==> src/rtl/framebuf_pkg.sv <==
// framebuf_pkg: shared definitions for the frame buffer controller.
// Holds the register indices, the CTRL bit positions, the SIZE field offset and the
// FSM state encodings. It also provides a helper that packs the CTRL read word.
package framebuf_pkg;

  // Register indices on the 3-bit Wishbone address.
  localparam logic [2:0] RegCtrl   = 3'd0;
  localparam logic [2:0] RegBase0  = 3'd1;
  localparam logic [2:0] RegBase1  = 3'd2;
  localparam logic [2:0] RegStride = 3'd3;
  localparam logic [2:0] RegSize   = 3'd4;

  // CTRL bit positions.
  localparam int unsigned CtrlEnable = 0;  // RW
  localparam int unsigned CtrlSwap   = 1;  // write-1 requests a buffer swap, reads 0
  localparam int unsigned CtrlErr    = 2;  // sticky FIFO error, write-1 clears
  localparam int unsigned CtrlActive = 3;  // RO active buffer
  localparam int unsigned CtrlPend   = 4;  // RO swap pending
  localparam int unsigned CtrlIrq    = 5;  // interrupt pending, write-1 clears

  // SIZE register: linewords occupies the low bits, nlines starts here.
  localparam int unsigned SizeNlinesLsb = 16;

  // FSM state encodings.
  localparam logic [1:0] StIdle      = 2'd0;
  localparam logic [1:0] StWaitVsync = 2'd1;
  localparam logic [1:0] StStart     = 2'd2;
  localparam logic [1:0] StRun       = 2'd3;

  // Packs the CTRL read word; the swap-request bit always reads back as 0.
  function automatic logic [31:0] ctrl_word(input logic enable, input logic err,
                                            input logic active, input logic pend,
                                            input logic irq);
    logic [31:0] w;
    w             = '0;
    w[CtrlEnable] = enable;
    w[CtrlErr]    = err;
    w[CtrlActive] = active;
    w[CtrlPend]   = pend;
    w[CtrlIrq]    = irq;
    return w;
  endfunction

endpackage

==> src/rtl/framebuf_ctrl.sv <==
// framebuf_ctrl: Wishbone-programmable double-buffered frame buffer controller.
//
// Software programs two frame base addresses, a line stride and the frame size.
// On each frame start (i_vsync while running) the controller pulses o_newframe
// for one cycle and latches the frame geometry into the shadow outputs. A buffer
// swap requested through CTRL is applied only at a frame start, which raises the
// interrupt. FIFO overflows set a sticky error that also drives the interrupt.
//
// Ports:
//   i_clk, i_reset            clock, asynchronous active-high reset
//   i_wb_*/o_wb_*             Wishbone slave: 3-bit register index, 32-bit data,
//                             no stall, ack one cycle after each request
//   i_vsync                   frame-start strobe (synchronous to i_clk)
//   i_fifo_err                image FIFO overflow indication
//   o_newframe                one-cycle frame restart pulse to the image FIFO
//   o_baseaddr, o_lineaddr    shadowed base address of the active buffer, line stride
//   o_linewords, o_nlines     shadowed words per line, lines per frame
//   o_int                     interrupt: interrupt pending OR sticky error
//
// ADDRESS_WIDTH must not exceed 32 and LW must fit in bits [31:16].
module framebuf_ctrl
  import framebuf_pkg::*;
#(
  parameter int unsigned ADDRESS_WIDTH = 24,
  parameter int unsigned LGFLEN        = 11,
  parameter int unsigned LW            = 11
) (
  input  logic                     i_clk,
  input  logic                     i_reset,
  input  logic                     i_wb_cyc,
  input  logic                     i_wb_stb,
  input  logic                     i_wb_we,
  input  logic [2:0]               i_wb_addr,
  input  logic [31:0]              i_wb_data,
  output logic                     o_wb_stall,
  output logic                     o_wb_ack,
  output logic [31:0]              o_wb_data,
  input  logic                     i_vsync,
  input  logic                     i_fifo_err,
  output logic                     o_newframe,
  output logic [ADDRESS_WIDTH-1:0] o_baseaddr,
  output logic [ADDRESS_WIDTH-1:0] o_lineaddr,
  output logic [LGFLEN:0]          o_linewords,
  output logic [LW-1:0]            o_nlines,
  output logic                     o_int
);

  localparam int unsigned AW = ADDRESS_WIDTH;

  // Bus handshake
  logic accept, wr_en;
  assign accept     = i_wb_stb && i_wb_cyc;
  assign wr_en      = accept && i_wb_we;
  assign o_wb_stall = 1'b0;

  // Only part of the write data is used by any single register.
  logic unused_wb_data;
  assign unused_wb_data = ^i_wb_data;

  // Programmable registers
  logic          enable_q, enable_d;
  logic [AW-1:0] base0_q, base0_d;
  logic [AW-1:0] base1_q, base1_d;
  logic [AW-1:0] stride_q, stride_d;
  logic [LGFLEN:0] linewords_q, linewords_d;
  logic [LW-1:0] nlines_q, nlines_d;

  // Status
  logic active_q, active_d;
  logic pend_q, pend_d;
  logic err_q, err_d;
  logic irq_q, irq_d;

  // FSM and registered outputs
  logic [1:0]      state_q, state_d;
  logic            ack_q, ack_d;
  logic [31:0]     rdata_q, rdata_d;
  logic            newframe_q, newframe_d;
  logic            int_q, int_d;
  logic [AW-1:0]   sh_base_q, sh_base_d;
  logic [AW-1:0]   sh_line_q, sh_line_d;
  logic [LGFLEN:0] sh_lw_q, sh_lw_d;
  logic [LW-1:0]   sh_nl_q, sh_nl_d;

  // Read mux: reflects register contents before any write in the same cycle.
  logic [31:0] rd_word;
  always_comb begin
    rd_word = '0;
    case (i_wb_addr)
      RegCtrl:   rd_word = ctrl_word(enable_q, err_q, active_q, pend_q, irq_q);
      RegBase0:  rd_word[AW-1:0] = base0_q;
      RegBase1:  rd_word[AW-1:0] = base1_q;
      RegStride: rd_word[AW-1:0] = stride_q;
      RegSize: begin
        rd_word[LGFLEN:0]              = linewords_q;
        rd_word[SizeNlinesLsb +: LW]   = nlines_q;
      end
      default:   rd_word = '0;
    endcase
  end

  // Next state. Order matters: bus writes first, then hardware events, so that a
  // set from an event beats a coincident software clear, and a swap request
  // written during START is consumed by that same START.
  always_comb begin
    enable_d    = enable_q;
    base0_d     = base0_q;
    base1_d     = base1_q;
    stride_d    = stride_q;
    linewords_d = linewords_q;
    nlines_d    = nlines_q;
    active_d    = active_q;
    pend_d      = pend_q;
    err_d       = err_q;
    irq_d       = irq_q;
    state_d     = state_q;
    sh_base_d   = sh_base_q;
    sh_line_d   = sh_line_q;
    sh_lw_d     = sh_lw_q;
    sh_nl_d     = sh_nl_q;

    if (wr_en) begin
      case (i_wb_addr)
        RegCtrl: begin
          enable_d = i_wb_data[CtrlEnable];
          if (i_wb_data[CtrlSwap]) pend_d = 1'b1;
          if (i_wb_data[CtrlErr])  err_d  = 1'b0;
          if (i_wb_data[CtrlIrq])  irq_d  = 1'b0;
        end
        RegBase0:  base0_d  = i_wb_data[AW-1:0];
        RegBase1:  base1_d  = i_wb_data[AW-1:0];
        RegStride: stride_d = i_wb_data[AW-1:0];
        RegSize: begin
          linewords_d = i_wb_data[LGFLEN:0];
          nlines_d    = i_wb_data[SizeNlinesLsb +: LW];
        end
        default: ;
      endcase
    end

    if (i_fifo_err) err_d = 1'b1;

    // Frame start: apply any pending swap and latch the geometry for this frame.
    if (state_q == StStart) begin
      if (pend_d) begin
        active_d = ~active_q;
        pend_d   = 1'b0;
        irq_d    = 1'b1;
      end
      sh_base_d = active_d ? base1_d : base0_d;
      sh_line_d = stride_d;
      sh_lw_d   = linewords_d;
      sh_nl_d   = nlines_d;
    end

    // Vsync is only observed in WAIT_VSYNC and RUN, so pulses never queue.
    if (!enable_q) begin
      state_d = StIdle;
    end else begin
      case (state_q)
        StIdle:      state_d = StWaitVsync;
        StWaitVsync: if (i_vsync) state_d = StStart;
        StStart:     state_d = StRun;
        StRun:       if (i_vsync) state_d = StStart;
        default:     state_d = StIdle;
      endcase
    end

    newframe_d = (state_d == StStart);
    ack_d      = accept;
    rdata_d    = accept ? rd_word : '0;
    int_d      = irq_d | err_d;
  end

  always_ff @(posedge i_clk or posedge i_reset) begin
    if (i_reset) begin
      enable_q    <= 1'b0;
      base0_q     <= '0;
      base1_q     <= '0;
      stride_q    <= '0;
      linewords_q <= '0;
      nlines_q    <= '0;
      active_q    <= 1'b0;
      pend_q      <= 1'b0;
      err_q       <= 1'b0;
      irq_q       <= 1'b0;
      state_q     <= StIdle;
      ack_q       <= 1'b0;
      rdata_q     <= '0;
      newframe_q  <= 1'b0;
      int_q       <= 1'b0;
      sh_base_q   <= '0;
      sh_line_q   <= '0;
      sh_lw_q     <= '0;
      sh_nl_q     <= '0;
    end else begin
      enable_q    <= enable_d;
      base0_q     <= base0_d;
      base1_q     <= base1_d;
      stride_q    <= stride_d;
      linewords_q <= linewords_d;
      nlines_q    <= nlines_d;
      active_q    <= active_d;
      pend_q      <= pend_d;
      err_q       <= err_d;
      irq_q       <= irq_d;
      state_q     <= state_d;
      ack_q       <= ack_d;
      rdata_q     <= rdata_d;
      newframe_q  <= newframe_d;
      int_q       <= int_d;
      sh_base_q   <= sh_base_d;
      sh_line_q   <= sh_line_d;
      sh_lw_q     <= sh_lw_d;
      sh_nl_q     <= sh_nl_d;
    end
  end

  assign o_wb_ack    = ack_q;
  assign o_wb_data   = rdata_q;
  assign o_newframe  = newframe_q;
  assign o_int       = int_q;
  assign o_baseaddr  = sh_base_q;
  assign o_lineaddr  = sh_line_q;
  assign o_linewords = sh_lw_q;
  assign o_nlines    = sh_nl_q;

endmodule
==> config.mk <==
export PLATFORM = sky130hd
export DESIGN_NAME = framebuf_ctrl
export DESIGN_NICKNAME = d
export VERILOG_FILES = /design/src/rtl/framebuf_pkg.sv /design/src/rtl/framebuf_ctrl.sv
export SDC_FILE = /design/constraint.sdc
export NUM_CORES = 1
export LEC_CHECK = 0
export CAP_MARGIN = 30
export CORE_ASPECT_RATIO = 2
export CORE_MARGIN = 2
export CORE_UTILIZATION = 45
export DETAILED_ROUTE_END_ITERATION = 8
export PLACE_DENSITY = 0.7
export SYNTH_ARGS = -nofsm -noshare
export SYNTH_HDL_FRONTEND = slang
export SYNTH_SLANG_ARGS = --single-unit
==> constraint.sdc <==
create_clock -name i_clk -period 9.6 [get_ports i_clk]
set_input_delay 1.44 -clock i_clk [delete_from_list [all_inputs] [get_ports i_clk]]
set_output_delay 1.44 -clock i_clk [all_outputs]
set_load 0.01 [all_outputs]
==> impl_metrics.env <==
export IMPL_critPathMaxStageDelay_ps=920
export IMPL_first_global_vias=6295
export IMPL_tritoncts_clock_tree="yes"
export IMPL_timing_critical_path_from_type="input pin"
export IMPL_timing_hold_worst_start="o_lineaddr[9]"
export IMPL_ant_nets=0
export IMPL_antenna_diode_count=0
export IMPL_fin_crit_sh_pct=49.1
export IMPL_async_flop_share_pct=100
export IMPL_cap_viol_max_count=0
export IMPL_finish_net_count=830
export IMPL_netlist_area_um2=8550
export IMPL_crit_required_ps=9970
export IMPL_die_width_um=101
export IMPL_regToRegSetupSlack_ps=7490
export IMPL_timing_hold_worst_endpoint="o_lineaddr[9]"
export IMPL_coreArea_um2=18700
export IMPL_io_buffers=137
export IMPL_ctsResizeCount=0
export IMPL_cpLargestDelayFamily="simple AND/OR/NAND/NOR gates"
export IMPL_postCtsHoldBufs=0
export IMPL_path_cells="clkdlybuf4s50_1, nor3b_4, buf_8, and2b_1, nand2_2, mux2_1, mux2_2"
export IMPL_worst_path_clk_slew_ps=70
export IMPL_critical_path_endpoint_type="flip-flop"
export IMPL_whs_ps=482
export IMPL_netlist_instances=663
export IMPL_die_height_um=199
export IMPL_avgViaCountPerCell=5.34
export IMPL_floorplan_rows=71
export IMPL_maximum_number_of_pins_on_one_net_before_global_route_repair=123
export IMPL_netlist_cell_type_count=37
export IMPL_cts_root_buffer_cell="sky130_fd_sc_hd__clkbuf_16"
export IMPL_drt_pass1_iterations=4
export IMPL_vdd_ir_drop_max_v=0.000138
export IMPL_max_stage_delay_cell_worst_path="sky130_fd_sc_hd__clkdlybuf4s50_1"
export IMPL_yosys_area_top_type="sky130_fd_sc_hd__dfrtp_1"
export IMPL_synth_seq_cells=203
export IMPL_tns_ps=0
export IMPL_synth_enable_flop_cells=0
export IMPL_clock_latency_ps=480
export IMPL_cts_setup_buffers=0
export IMPL_area_growth_pct=25.5
export IMPL_congestion_overflow_gr=0
export IMPL_post_drt_wl_per_cell_um=20.5
export IMPL_drtIter0Drc=244
export IMPL_synth_area_top_cells="sky130_fd_sc_hd__dfrtp_1, sky130_fd_sc_hd__mux2_2, sky130_fd_sc_hd__mux2_1"
export IMPL_path_max_fanout=23
export IMPL_avg_cell_area_syn_um2=12.9
export IMPL_wirelength_mm=21.6
export IMPL_timing_final_crit_period_ps=4710
export IMPL_number_of_antenna_violations_at_the_first_check_in_global_routing=0
export IMPL_post_synth_top_area_fraction_pct=59.4
export IMPL_global_routing_usage_summed_across_all_routing_layers_pct=21.8
export IMPL_cts_made_buffers=19
export IMPL_setup_viol=0
export IMPL_yosysWarnings=0
export IMPL_holdCritPathClass="reg -> reg"
export IMPL_max_slew_margin_rel_pct=32.9
export IMPL_fp_dieArea_um2=20200
export IMPL_clockBufferDepth=3
export IMPL_leakage_uw=0.00482
export IMPL_powerDensity_nw_per_um2=256
export IMPL_initial_utilization_pct=45.6
export IMPL_num_vias=5625
export IMPL_cp_arrival_ps=5080
export IMPL_timing_final_hold_violations=0
export IMPL_drv_slew=0
export IMPL_pin_count=149
export IMPL_drive_gt1_share_pct=22.7
export IMPL_worstMarginPinSlew_ps=1010
export IMPL_fin_worst_skew_ps=15.6
export IMPL_synth_seq_area_share_pct=59.4
export IMPL_gpl_final_weighted_congestion=0.802
export IMPL_achievable_frequency_mhz=212
export IMPL_crit_type="in -> reg"
export IMPL_run_status="complete, no violations"
export IMPL_reg2regPathDepth=4
export IMPL_worstReg2RegEnd="o_int"
export IMPL_startpoint_of_the_most_critical_register_to_register_path="state_q[0]"
export IMPL_rsz0062_at_grt="false"
export IMPL_first_pass_grt_wire_length_mm=33.9
export IMPL_layout_filler_cells=1551
export IMPL_cts_htree_levels=1
export IMPL_clock_sink_count=203
export IMPL_hpwlAfterDp_mm=14.4
export IMPL_drt_drc_violations_left=0
export IMPL_min_delay_path_depth=2
export IMPL_main_flop_type_after_synthesis="sky130_fd_sc_hd__dfrtp_1"
export IMPL_finalPower_uw=2740
export IMPL_worstPathBufferInverterCount=2
==> report_power, final <==
group | internal, uW | switching [uW] | total [uW]
sequential | 1070 | 137 | 1210
combinational | 412 | 377 | 789
clock | 434 | 311 | 745
total | 1920 | 825 | 2740
==> layout by cell type (no fill, tap or decap), drive strengths merged, types with 2 or more instances in the layout <==
cell	count
a22oi	39
or2	2
a21o	2
clkdlybuf4s50	137
clkinv	4
clkbuf	26
xor2	2
and2	4
and3	3
dfrtp	203
nand2	78
nor2	38
mux2	123
a21oi	26
nand2b	2
buf	9
mux2i	5
nor2b	3
conb	6
nor3	74
inv	3
==> state kept, by name (all words and copies together), names as in the netlist <==
register,flops
active_q,1
base0_q,24
base1_q,24
enable_q,1
err_q,1
irq_q,1
linewords_q,12
nlines_q,11
o_baseaddr,24
o_int,1
o_lineaddr,24
o_linewords,12
o_newframe,1
o_nlines,11
o_wb_ack,1
o_wb_data,27
pend_q,1
state_q,2
stride_q,24
==> worst min-delay path, cell delays in order, from the launching register on <==
cell and delay [ps]:
sky130_fd_sc_hd__dfrtp_1 340, sky130_fd_sc_hd__nand2_1 50, sky130_fd_sc_hd__nand2_1 60
==> layout make-up <==
type	instances	area (um^2)	area share [%]
clock buffers	26	562	5.23
clock inverters	5	50.0	0.466
inverters	3	18.8	0.175
multi-input cells	415	3240	30.2
flip-flops and latches	203	5080	47.3
well taps	255	319	2.97
repair buffers	146	1470	13.7
==> routing by layer <==
metal  GRT usage (%)  routed length [um]
met1            24.5                7790
met2            40.9               12200
met3            2.78                 802
met4            8.46                 736
met5               0                   0
==> how the worst max path moves through the flow <==
| stage | startpoint | end | cells past startpoint |
|---|---|---|---|
| floorplan | i_reset | active_q | 1 |
| global placement | i_wb_addr[1] | o_nlines[0] | 6 |
| detailed placement | i_wb_addr[1] | o_nlines[10] | 7 |
| CTS | i_wb_addr[1] | o_nlines[10] | 7 |
| global route | i_wb_addr[1] | o_nlines[0] | 7 |
| finish | i_wb_addr[1] | o_nlines[10] | 7 |
==> cell families after synthesis <==
family / synth area share (%)
mux: 17.7
other cells: 0.0439
compound gates: 5.52
buf+inv: 3.29
xor+xnor: 0.615
flops: 59.4
simple gates: 13.5
==> per-stage QoR <==
step | cells | setup slack [ps] | cell area [um^2] | util (%)
2_1_floorplan | 668 | 2620 | 8570 | -
3_3_place_gp | 1020 | 4210 | 10100 | 53.8
3_5_place_dp | 1021 | 4380 | 10100 | 53.9
4_1_cts | 1052 | 4880 | 10700 | 57.1
5_1_grt | 1053 | 4760 | 10700 | 57.3
6_report | 1053 | 4890 | 10700 | 57.3
==> Yosys cell counts (2+ instances only) <==
library cell                 n
sky130_fd_sc_hd__a22oi_1    39
sky130_fd_sc_hd__mux2_4     20
sky130_fd_sc_hd__and2_1      4
sky130_fd_sc_hd__mux2_1     38
sky130_fd_sc_hd__mux2_2     65
sky130_fd_sc_hd__dfrtp_1   203
sky130_fd_sc_hd__nor2b_1     2
sky130_fd_sc_hd__nand2_1    76
sky130_fd_sc_hd__buf_1       5
sky130_fd_sc_hd__nand2b_1    2
sky130_fd_sc_hd__nor2_1     38
sky130_fd_sc_hd__clkbuf_1   19
sky130_fd_sc_hd__buf_4      11
sky130_fd_sc_hd__inv_1       3
sky130_fd_sc_hd__and3_1      3
sky130_fd_sc_hd__a21o_1      2
sky130_fd_sc_hd__mux2i_1     5
sky130_fd_sc_hd__nor3_2     42
sky130_fd_sc_hd__buf_6       6
sky130_fd_sc_hd__a21oi_1    26
sky130_fd_sc_hd__nor3_1     32
sky130_fd_sc_hd__nand2_2     2
sky130_fd_sc_hd__buf_2       6
Power figures use the tool's default switching activity.
